<file path="src/rtl/player_pkg.sv">
// Shared player types: playback state encoding, BCD digit type and the
// small constants used by the timer and its display converters.
package player_pkg;

   typedef enum logic [1:0] {
      IDLE     = 2'd0,
      RUNNING  = 2'd1,
      PAUSED   = 2'd2,
      FINISHED = 2'd3
   } play_state_t;

   typedef logic [3:0] bcd_t;

   localparam int SECS_PER_MIN = 60;

   function automatic int pow10(input int n);
      int p;
      p = 1;
      for (int i = 0; i < n; i++) begin
         p = p * 10;
      end
      return p;
   endfunction

endpackage

</file>
<file path="src/rtl/mmss_bcd.sv">
// Registered binary-seconds to BCD mm:ss converter. Minutes beyond what
// MIN_DIGITS can show saturate the whole display to all-9 minutes and 59 s.
module mmss_bcd
   import player_pkg::*;
#(
   parameter int SEC_W      = 12,
   parameter int MIN_DIGITS = 2
) (
   input  logic                    clk,
   input  logic                    reset,
   input  logic [SEC_W-1:0]        secs,
   output bcd_t                    sec0,
   output bcd_t                    sec1,
   output logic [4*MIN_DIGITS-1:0] min_bcd
);

   localparam logic [31:0] MAX_MIN = 32'(pow10(MIN_DIGITS) - 1);

   logic [SEC_W-1:0]        minutes;
   logic [SEC_W-1:0]        rem;
   logic [SEC_W-1:0]        q;
   bcd_t                    sec0_n;
   bcd_t                    sec1_n;
   logic [4*MIN_DIGITS-1:0] min_n;

   always_comb begin
      minutes = secs / SEC_W'(SECS_PER_MIN);
      rem     = secs % SEC_W'(SECS_PER_MIN);
      q       = minutes;
      min_n   = '0;
      for (int i = 0; i < MIN_DIGITS; i++) begin
         min_n[4*i +: 4] = 4'(q % SEC_W'(10));
         q               = q / SEC_W'(10);
      end
      sec0_n = 4'(rem % SEC_W'(10));
      sec1_n = 4'(rem / SEC_W'(10));
      if (32'(minutes) > MAX_MIN) begin
         min_n  = {MIN_DIGITS{4'd9}};
         sec1_n = 4'd5;
         sec0_n = 4'd9;
      end
   end

   always_ff @(posedge clk or posedge reset) begin
      if (reset) begin
         sec0    <= '0;
         sec1    <= '0;
         min_bcd <= '0;
      end else begin
         sec0    <= sec0_n;
         sec1    <= sec1_n;
         min_bcd <= min_n;
      end
   end

endmodule

</file>
<file path="src/rtl/track_timer.sv">
// Elapsed-playback timer: 1 Hz prescaler, pause/resume, clamped signed seek
// and end-of-track detection, feeding registered BCD mm:ss digits.
//
// state    | meaning
// IDLE     | cleared, waiting for run
// RUNNING  | prescaler counting, elapsed advancing once per second
// PAUSED   | prescaler and elapsed held (fractional second kept)
// FINISHED | elapsed reached track_len; leaves on seek below end or clear
module track_timer
   import player_pkg::*;
#(
   parameter int CLK_HZ     = 50_000_000,
   parameter int SEC_W      = 12,
   parameter int MIN_DIGITS = 2
) (
   input  logic                    clk,
   input  logic                    reset,
   input  logic                    clear,
   input  logic                    run,
   input  logic                    seek_valid,
   input  logic [SEC_W:0]          seek_delta,
   input  logic [SEC_W-1:0]        track_len,
   output logic [SEC_W-1:0]        elapsed,
   output logic [3:0]              sec0,
   output logic [3:0]              sec1,
   output logic [4*MIN_DIGITS-1:0] min_bcd,
   output logic                    tick,
   output logic                    done,
   output logic                    running
);

   localparam int            PW     = (CLK_HZ > 1) ? $clog2(CLK_HZ) : 1;
   localparam logic [PW-1:0] PRE_TC = PW'(CLK_HZ - 1);

   play_state_t              state;
   play_state_t              state_n;
   logic [PW-1:0]            presc;
   logic [PW-1:0]            presc_n;
   logic [SEC_W-1:0]         elapsed_n;
   logic                     tick_n;
   logic                     done_n;
   logic signed [SEC_W+1:0]  seek_sum;
   logic [SEC_W-1:0]         seek_target;

   // Two extra bits keep elapsed + delta free of overflow before clamping.
   assign seek_sum = $signed({2'b00, elapsed}) + $signed({seek_delta[SEC_W], seek_delta});

   always_comb begin
      seek_target = seek_sum[SEC_W-1:0];
      if (seek_sum[SEC_W+1]) begin
         seek_target = '0;
      end else if (seek_sum > $signed({2'b00, track_len})) begin
         seek_target = track_len;
      end
   end

   always_comb begin
      state_n   = state;
      presc_n   = presc;
      elapsed_n = elapsed;
      tick_n    = 1'b0;
      if (clear) begin
         state_n   = IDLE;
         presc_n   = '0;
         elapsed_n = '0;
      end else if (seek_valid) begin
         // A prescaler wrap in this cycle is dropped along with its tick.
         presc_n   = '0;
         elapsed_n = seek_target;
         case (state)
            RUNNING: begin
               if (seek_target >= track_len) begin
                  state_n = FINISHED;
               end else if (!run) begin
                  state_n = PAUSED;
               end
            end
            PAUSED: begin
               if (run) begin
                  state_n = RUNNING;
               end
            end
            FINISHED: begin
               if (seek_target < track_len) begin
                  state_n = PAUSED;
               end
            end
            default: ;
         endcase
      end else begin
         if (elapsed > track_len) begin
            elapsed_n = track_len;
         end
         case (state)
            IDLE, PAUSED: begin
               if (run) begin
                  state_n = RUNNING;
               end
            end
            RUNNING: begin
               if (elapsed >= track_len) begin
                  state_n = FINISHED;
               end else if (!run) begin
                  state_n = PAUSED;
               end else if (presc == PRE_TC) begin
                  presc_n   = '0;
                  elapsed_n = elapsed + SEC_W'(1);
                  tick_n    = 1'b1;
                  if (elapsed + SEC_W'(1) == track_len) begin
                     state_n = FINISHED;
                  end
               end else begin
                  presc_n = presc + PW'(1);
               end
            end
            default: ;
         endcase
      end
      done_n = (state_n == FINISHED) && (state != FINISHED);
   end

   always_ff @(posedge clk or posedge reset) begin
      if (reset) begin
         state   <= IDLE;
         presc   <= '0;
         elapsed <= '0;
         tick    <= 1'b0;
         done    <= 1'b0;
      end else begin
         state   <= state_n;
         presc   <= presc_n;
         elapsed <= elapsed_n;
         tick    <= tick_n;
         done    <= done_n;
      end
   end

   assign running = (state == RUNNING);

   mmss_bcd #(
      .SEC_W      (SEC_W),
      .MIN_DIGITS (MIN_DIGITS)
   ) u_mmss (
      .clk     (clk),
      .reset   (reset),
      .secs    (elapsed),
      .sec0    (sec0),
      .sec1    (sec1),
      .min_bcd (min_bcd)
   );

endmodule

</file>
<file path="config.mk">
export PLATFORM = sky130hd
export DESIGN_NAME = track_timer
export DESIGN_NICKNAME = d
export VERILOG_FILES = /design/src/rtl/player_pkg.sv /design/src/rtl/mmss_bcd.sv /design/src/rtl/track_timer.sv
export SDC_FILE = /design/constraint.sdc
export NUM_CORES = 1
export LEC_CHECK = 0
export BUFFER_PORTS_ARGS = -buffer_cell sky130_fd_sc_hd__buf_2
export CORE_MARGIN = 3
export CORE_UTILIZATION = 45
export DETAILED_ROUTE_END_ITERATION = 8
export GPL_TIMING_DRIVEN = 1
export PLACE_DENSITY = 0.67
export SLEW_MARGIN = 25
export SYNTH_ARGS = -nofsm -noshare
export SYNTH_HDL_FRONTEND = slang
export SYNTH_SLANG_ARGS = --single-unit
</file>
<file path="constraint.sdc">
create_clock -name clk -period 14.9 [get_ports clk]
set_clock_uncertainty 0.1 [all_clocks]
set_input_delay 0.745 -clock clk [delete_from_list [all_inputs] [get_ports clk]]
set_output_delay 0.745 -clock clk [all_outputs]
set_load 0.03 [all_outputs]
</file>
==> results of run 1 <==
[cells in the final DEF, fill, tap and decap left out, types with 4 or more instances in the layout]
cell       instances
or3_1             11
nor2_1            64
dfrtp_1           58
a21oi_1           62
a211oi_1          14
o31ai_1            9
nand4_1           19
and3_1            17
o21a_1             8
a21o_1            15
and2_1             4
o22ai_1           13
nand2_1           65
nand3_1           23
xor2_1            22
nor2b_1            9
o21ai_1            4
o211ai_1           8
a211o_1            7
nor4_1             5
o21ai_0           62
buf_4              6
nor3b_1            4
inv_1             39
mux2i_1           17
clkbuf_16          9
xnor2_1           30
ha_1              61
nor3_1            16
or2_2              5
o32ai_1            4
a31oi_1           12
buf_2             60
o21bai_1           8
[logic make-up (layout without fill, tap and decap cells)]
kind of cell,after synthesis,count (layout),synth area share [%]
AOI/OAI and AO/OA,268,268,28.3
xor gates and xnor gates,52,52,7.11
adders and majority gates,62,62,12.2
buffers and inverters,80,123,5.38
DFF,58,58,22.7
muxes,20,20,3.19
other,1,1,0.0586
and+or+nand+nor,265,265,21.1
[power breakdown]
part | internal (mW) | leakage [nW] | switching [mW]
logic | 0.165 | 2.27 | 0.262
registers | 0.177 | 0.787 | 0.0260
clock network | 0.145 | 0.147 | 0.0719
[how the worst max path moves through the flow]
stage / to / slack [ns] / cells after the start
6_report: done$_DFF_PP0_ / 8.13 / 34
5_1_grt: done$_DFF_PP0_ / 7.37 / 34
4_1_cts: done$_DFF_PP0_ / 8.15 / 34
3_5_place_dp: done$_DFF_PP0_ / 7.91 / 35
3_3_place_gp: done$_DFF_PP0_ / 8.05 / 35
2_1_floorplan: done$_DFF_PP0_ / 8.23 / 34
[per-layer routing]
layer  vias to the layer above  GRT usage (%)  routed length, um
met5                         -              0                  0
met4                         0           5.23                216
met3                        17           4.73                752
met2                       139           33.9               7830
met1                      2923           29.9               7950
li1                       3078              -                  -
[state kept, by name, indices dropped and copies added (netlist names)]
signal and count:
presc 26, elapsed 12, u_mmss.min_bcd 8, u_mmss.sec0 4
u_mmss.sec1 4, state 2, done 1, tick 1
[cell usage after synthesis (4+ instances only)]
cell type	count	area share, %
and3_1	17	1.7
o211ai_1	8	0.94
or2_2	5	0.49
nor2_1	64	3.8
or3_1	11	1.1
o21ai_1	4	0.31
a211o_1	7	0.96
dfrtp_1	58	23
nor3_1	16	1.3
and2_1	4	0.39
a211oi_1	14	1.6
nor4_1	5	0.49
ha_1	61	12
o31ai_1	9	1.1
xor2_1	22	3.0
a21o_1	15	1.8
nand2_1	65	3.8
a31oi_1	12	1.2
inv_1	40	2.3
nand4_1	19	1.9
o32ai_1	4	0.55
buf_2	8	0.63
o21bai_1	8	0.94
clkbuf_1	21	1.2
xnor2_1	30	4.1
nand3_1	23	1.8
nor3b_1	4	0.47
nor2b_1	9	0.88
o22ai_1	13	1.3
o21a_1	8	0.94
o21ai_0	62	4.8
mux2i_1	17	2.7
a21oi_1	62	4.8
[metrics by stage]
step	utilization (%)	total power [mW]	hold slack, ns
after floorplan	-	0.536	0.364
after global placement	50.0	0.625	0.404
after detailed placement	50.0	0.627	0.404
after CTS	52.2	0.848	0.413
after global routing	52.2	0.909	0.441
final	52.2	0.846	0.412
[area by class of cell]
cell class              count  area, um^2  share of cell area [%]
repair buffers             66         345                    4.88
well taps                 176         220                    3.11
inverters                  42         158                    2.23
multi-input cells         668        4610                    65.0
clock buffers              12         236                    3.34
clock inverters             3        65.1                   0.919
flip-flops and latches     58        1450                    20.5
==> flow_summary.yaml, run 1 <==
run_status:
  status: "complete, no violations"
detailed_routing:
  drc: 0
  antenna_left: 0
  vias: 6157
  wl_per_cell_um: 16.3
  wl_mm: 16.7
  drtIter0Drc: 479
  vias_per_cell: 6.01
  dr.pass1.iters: 6
sta:
  relSlewSlack_pct: 42.3
  hold_viol: 0
  rsz0062_at_grt: "false"
  max_freq_mhz: 148
  fin_crit_ns: 6.77
  fin_ws_ns: 8.13
  worstMarginPinSlew_ns: 0.865
  finalSetupViolCount: 0
  maxSlewViolCount: 0
  period_share_pct: 45.4
  fin_setup_tns_ns: 0
worst_setup_path:
  start_kind: "register"
  rr_endpoint: "done$_DFF_PP0_"
  max_stage_delay_ns: 0.63
  r2r_start: "elapsed[1]$_DFF_PP0_"
  path_max_fanout: 13
  crit_buf_inv: 1
  worstSetupPathType: "reg2reg"
  cp_slowest_cell: "dfrtp_1"
  r2r_cells: 34
  cp.required_ns: 15.02
  end_kind: "register"
  crit_arrival_ns: 6.89
  rrSetupSlack_ns: 8.13
  startpoint: "elapsed[1]$_DFF_PP0_"
  crit_family: "compound AO/OA/AOI/OAI gates"
power:
  powerDensity_nw_per_um2: 119
  peakVddDrop_v: 0.0000801
  p_leak_nw: 3.20
synth:
  synth_edf_count: 0
  ys_async_sr_fraction_pct: 100
  ys_ff_latch: 58
  syn_inst: 806
  avgSynthCellArea_um2: 7.94
  syn_area_um2: 6400
  seq_area_frac_synth_pct: 22.7
  synth_nets: 898
  ys.flop_type: "dfrtp_1"
  synth_warnings: 0
  ys_types: 87
floorplan:
  dieArea_um2: 15700
  die_h_um: 125
  pin_count: 61
  die_w_um: 125
  initial_core_util_pct: 47.2
  rows: 42
  coreArea_um2: 13600
placed_design:
  portBuffers: 60
  place_ws_ns: 7.91
  place_congestion: 0.875
  dp_cells: 1010
  dp_hpwl_mm: 12.7
  place_area_um2: 6780
global_routing:
  grt_max_degree: 59
  track_usage_pct: 21.4
  antenna_found_initial: 0
  grt_pass1_vias: 5760
  grt_pass1_wl_mm: 28.4
  overflow: 0
cells_and_area:
  nets: 937
  area_growth_pct: 10.6
  diodes: 0
  stdcell_count: 1025
  postLayoutCellArea_um2: 7080
  n_fill_cell: 1293
  drive_gt1_share_pct: 12.7
cts:
  path_clk_slew_ns: 0.05
  cts_max_level: 3
  cts_buffers: 9
  cts_tree: "done"
  cts_hold_buf: 0
  insertion_delay_ns: 0.34
  cts.path.max_buffers: 2
  root_buffer: "clkbuf_16"
  cts_resized: 0
  cts.sinks: 58
  post-cts-setup-buffer-count: 0
flow_run:
  cap_violations: 0
worst_hold_path:
  hp-start: "presc[3]$_DFFE_PP0P_"
  holdPathStages: 1
  hold-path-endpoint: "presc[3]$_DFFE_PP0P_"
  hp-class: "reg2reg"
Note: power is estimated with default switching activity, not from simulation.
==> run 2: changes to the inputs <==
clock period = 6.98 ns   (was 14.9 ns; I/O delays follow)
==> flow_summary.yaml, run 2 (synthesis gave the netlist of run 1 again) <==
run_status:
  status: "complete, no violations"
detailed_routing:
  wl_per_cell_um: 16.4
  drc: 0
  wl_met3_um: 826
  vias: 6179
  dr.pass1.iters: 4
  vias_per_cell: 5.94
  highest_layer: "met4"
  drtIter0Drc: 429
  met1_length_mm: 8.20
  antenna_left: 0
  wl_met2_mm: 7.67
  wl_mm: 17.0
cells_and_area:
  nets: 951
  n_fill_cell: 1344
  largest-register: "presc"
  drive_gt1_share_pct: 14.7
  final_common_cell: "nand2_1"
  largestRegisters: "presc: 26 flops, elapsed: 12 flops, u_mmss.min_bcd: 8 flops"
  area_growth_pct: 12.4
  largest_register_ffs: 26
  final_cell_mix: "nand2_1, nor2_1, o21ai_0, a21oi_1, ha_1"
  diodes: 0
cts:
  cts.sinks: 58
  cts_hold_buf: 0
  path_clk_slew_ns: 0.06
  insertion_delay_ns: 0.35
  cts_tree: "done"
  cts_max_level: 3
  cts_buffers: 9
  root_buffer: "clkbuf_16"
  cts.path.max_buffers: 2
worst_setup_path:
  cp_slowest_cell: "fa_1"
  crit_arrival_ns: 6.53
  worstSetupPathType: "reg2reg"
  cp.required_ns: 7.12
  path_max_fanout: 5
  end_kind: "register"
  max_stage_delay_ns: 0.41
  start_kind: "register"
floorplan:
  initial_core_util_pct: 47.2
  coreArea_um2: 13600
  rows: 42
  pin_count: 61
  dieArea_um2: 15700
  die_w_um: 125
  die_h_um: 125
sta:
  finalSetupViolCount: 0
  fin_setup_tns_ns: 0
  rsz0062_at_grt: "false"
  maxSlewViolCount: 0
  hold_viol: 0
  relSlewSlack_pct: 45.3
  whs_ns: 0.115
  period_share_pct: 91.5
  worstMarginPinSlew_ns: 0.821
  fin_crit_ns: 6.39
  max_freq_mhz: 157
global_routing:
  grt_max_degree: 59
  antenna_found_initial: 0
  grt_pass1_vias: 5719
  track_usage_pct: 21.6
  grt_pass1_wl_mm: 28.3
  overflow: 0
placed_design:
  dp_hpwl_mm: 12.9
  portBuffers: 60
  place_congestion: 0.879
flow_run:
  cap_violations: 0
power:
  p_leak_nw: 3.27
  peakVddDrop_v: 0.000137
  powerDensity_nw_per_um2: 253
worst_hold_path:
  hp-class: "in2async"
run 2: cell count changes in the layout (fill, tap and decap cells not counted):
cell        before  now
buf_4            6   20
bufinv_16        2    1
clkbuf_1         3    0
clkinv_2         1    0
clkinv_4         0    2
clkinvlp_4       0    3
inv_6            0    1
o21ai_1          4    3
o21ai_2          2    3
run 2: cell type report:
| type | count | area (um^2) | share of cell area [%] |
|---|---|---|---|
| Sequential cell | 58 | 1450 | 20.2 |
| Multi-Input combinational cell | 668 | 4610 | 64.1 |
| Clock buffer | 9 | 225 | 3.13 |
| Timing Repair Buffer | 80 | 450 | 6.26 |
| Tap cell | 176 | 220 | 3.06 |
| Inverter | 42 | 158 | 2.19 |
| Clock inverter | 7 | 78.8 | 1.10 |
run 2: metrics by stage:
| stage | instance area [um^2] | setup slack (ns) | cells | utilization, % | power, mW |
|---|---|---|---|---|---|
| finish | 7190 | 0.592 | 1040 | 53.1 | 1.82 |
| global route | 7190 | 0.0126 | 1040 | 53.1 | 1.95 |
| CTS | 7170 | 0.428 | 1038 | 52.9 | 1.82 |
| detailed placement | 6870 | 0.347 | 1022 | 50.7 | 1.35 |
| global placement | 6870 | 0.479 | 1022 | 50.7 | 1.35 |
| floorplan | 6400 | 0.424 | 806 | - | 1.14 |
run 2: repair_timing:
item | CTS | global route
hold endpoints to repair | 0 | 0
resized for setup | 0 | 1
endpoints found under the setup margin | 0 | 2
setup buffers | 0 | 2
run 2: per-layer routing:
metal	track usage, %	vias up
met5	0	-
met4	7.53	0
met3	3.62	22
met2	33.6	157
met1	30.4	2891
li1	-	3109
run 2: worst paths after layout:
kind / from / to / slack, ns / cells after the start
hold / removal: reset / u_mmss.min_bcd[1]$_DFF_PP0_ / 0.12 / 3
setup reg to reg: elapsed[0]$_DFF_PP0_ / done$_DFF_PP0_ / 0.59 / 33
max in group asynchronous: reset / elapsed[6]$_DFF_PP0_ / 6.18 / 3
min in group clk: clear / state[0]$_DFF_PP0_ / 0.12 / 2
setup / recovery: elapsed[0]$_DFF_PP0_ / done$_DFF_PP0_ / 0.59 / 33
hold reg to reg: presc[2]$_DFFE_PP0P_ / presc[2]$_DFFE_PP0P_ / 0.41 / 1
run 2: worst max-delay path, delay by kind of cell (launching register included):
kind | cells | cell delay (ns)
AO/OA/AOI/OAI | 17 | 2.82
AND/OR/NAND/NOR | 9 | 1.33
adder cells (fa/ha/maj) | 4 | 1.07
flip-flops | 1 | 0.38
multiplexers | 1 | 0.22
buffers and inverters | 1 | 0.20
XOR/XNOR | 1 | 0.17
run 2: power by group:
group	switching, mW	internal (mW)
combinational	0.583	0.373
clock	0.175	0.278
sequential	0.0336	0.377
total	0.791	1.03
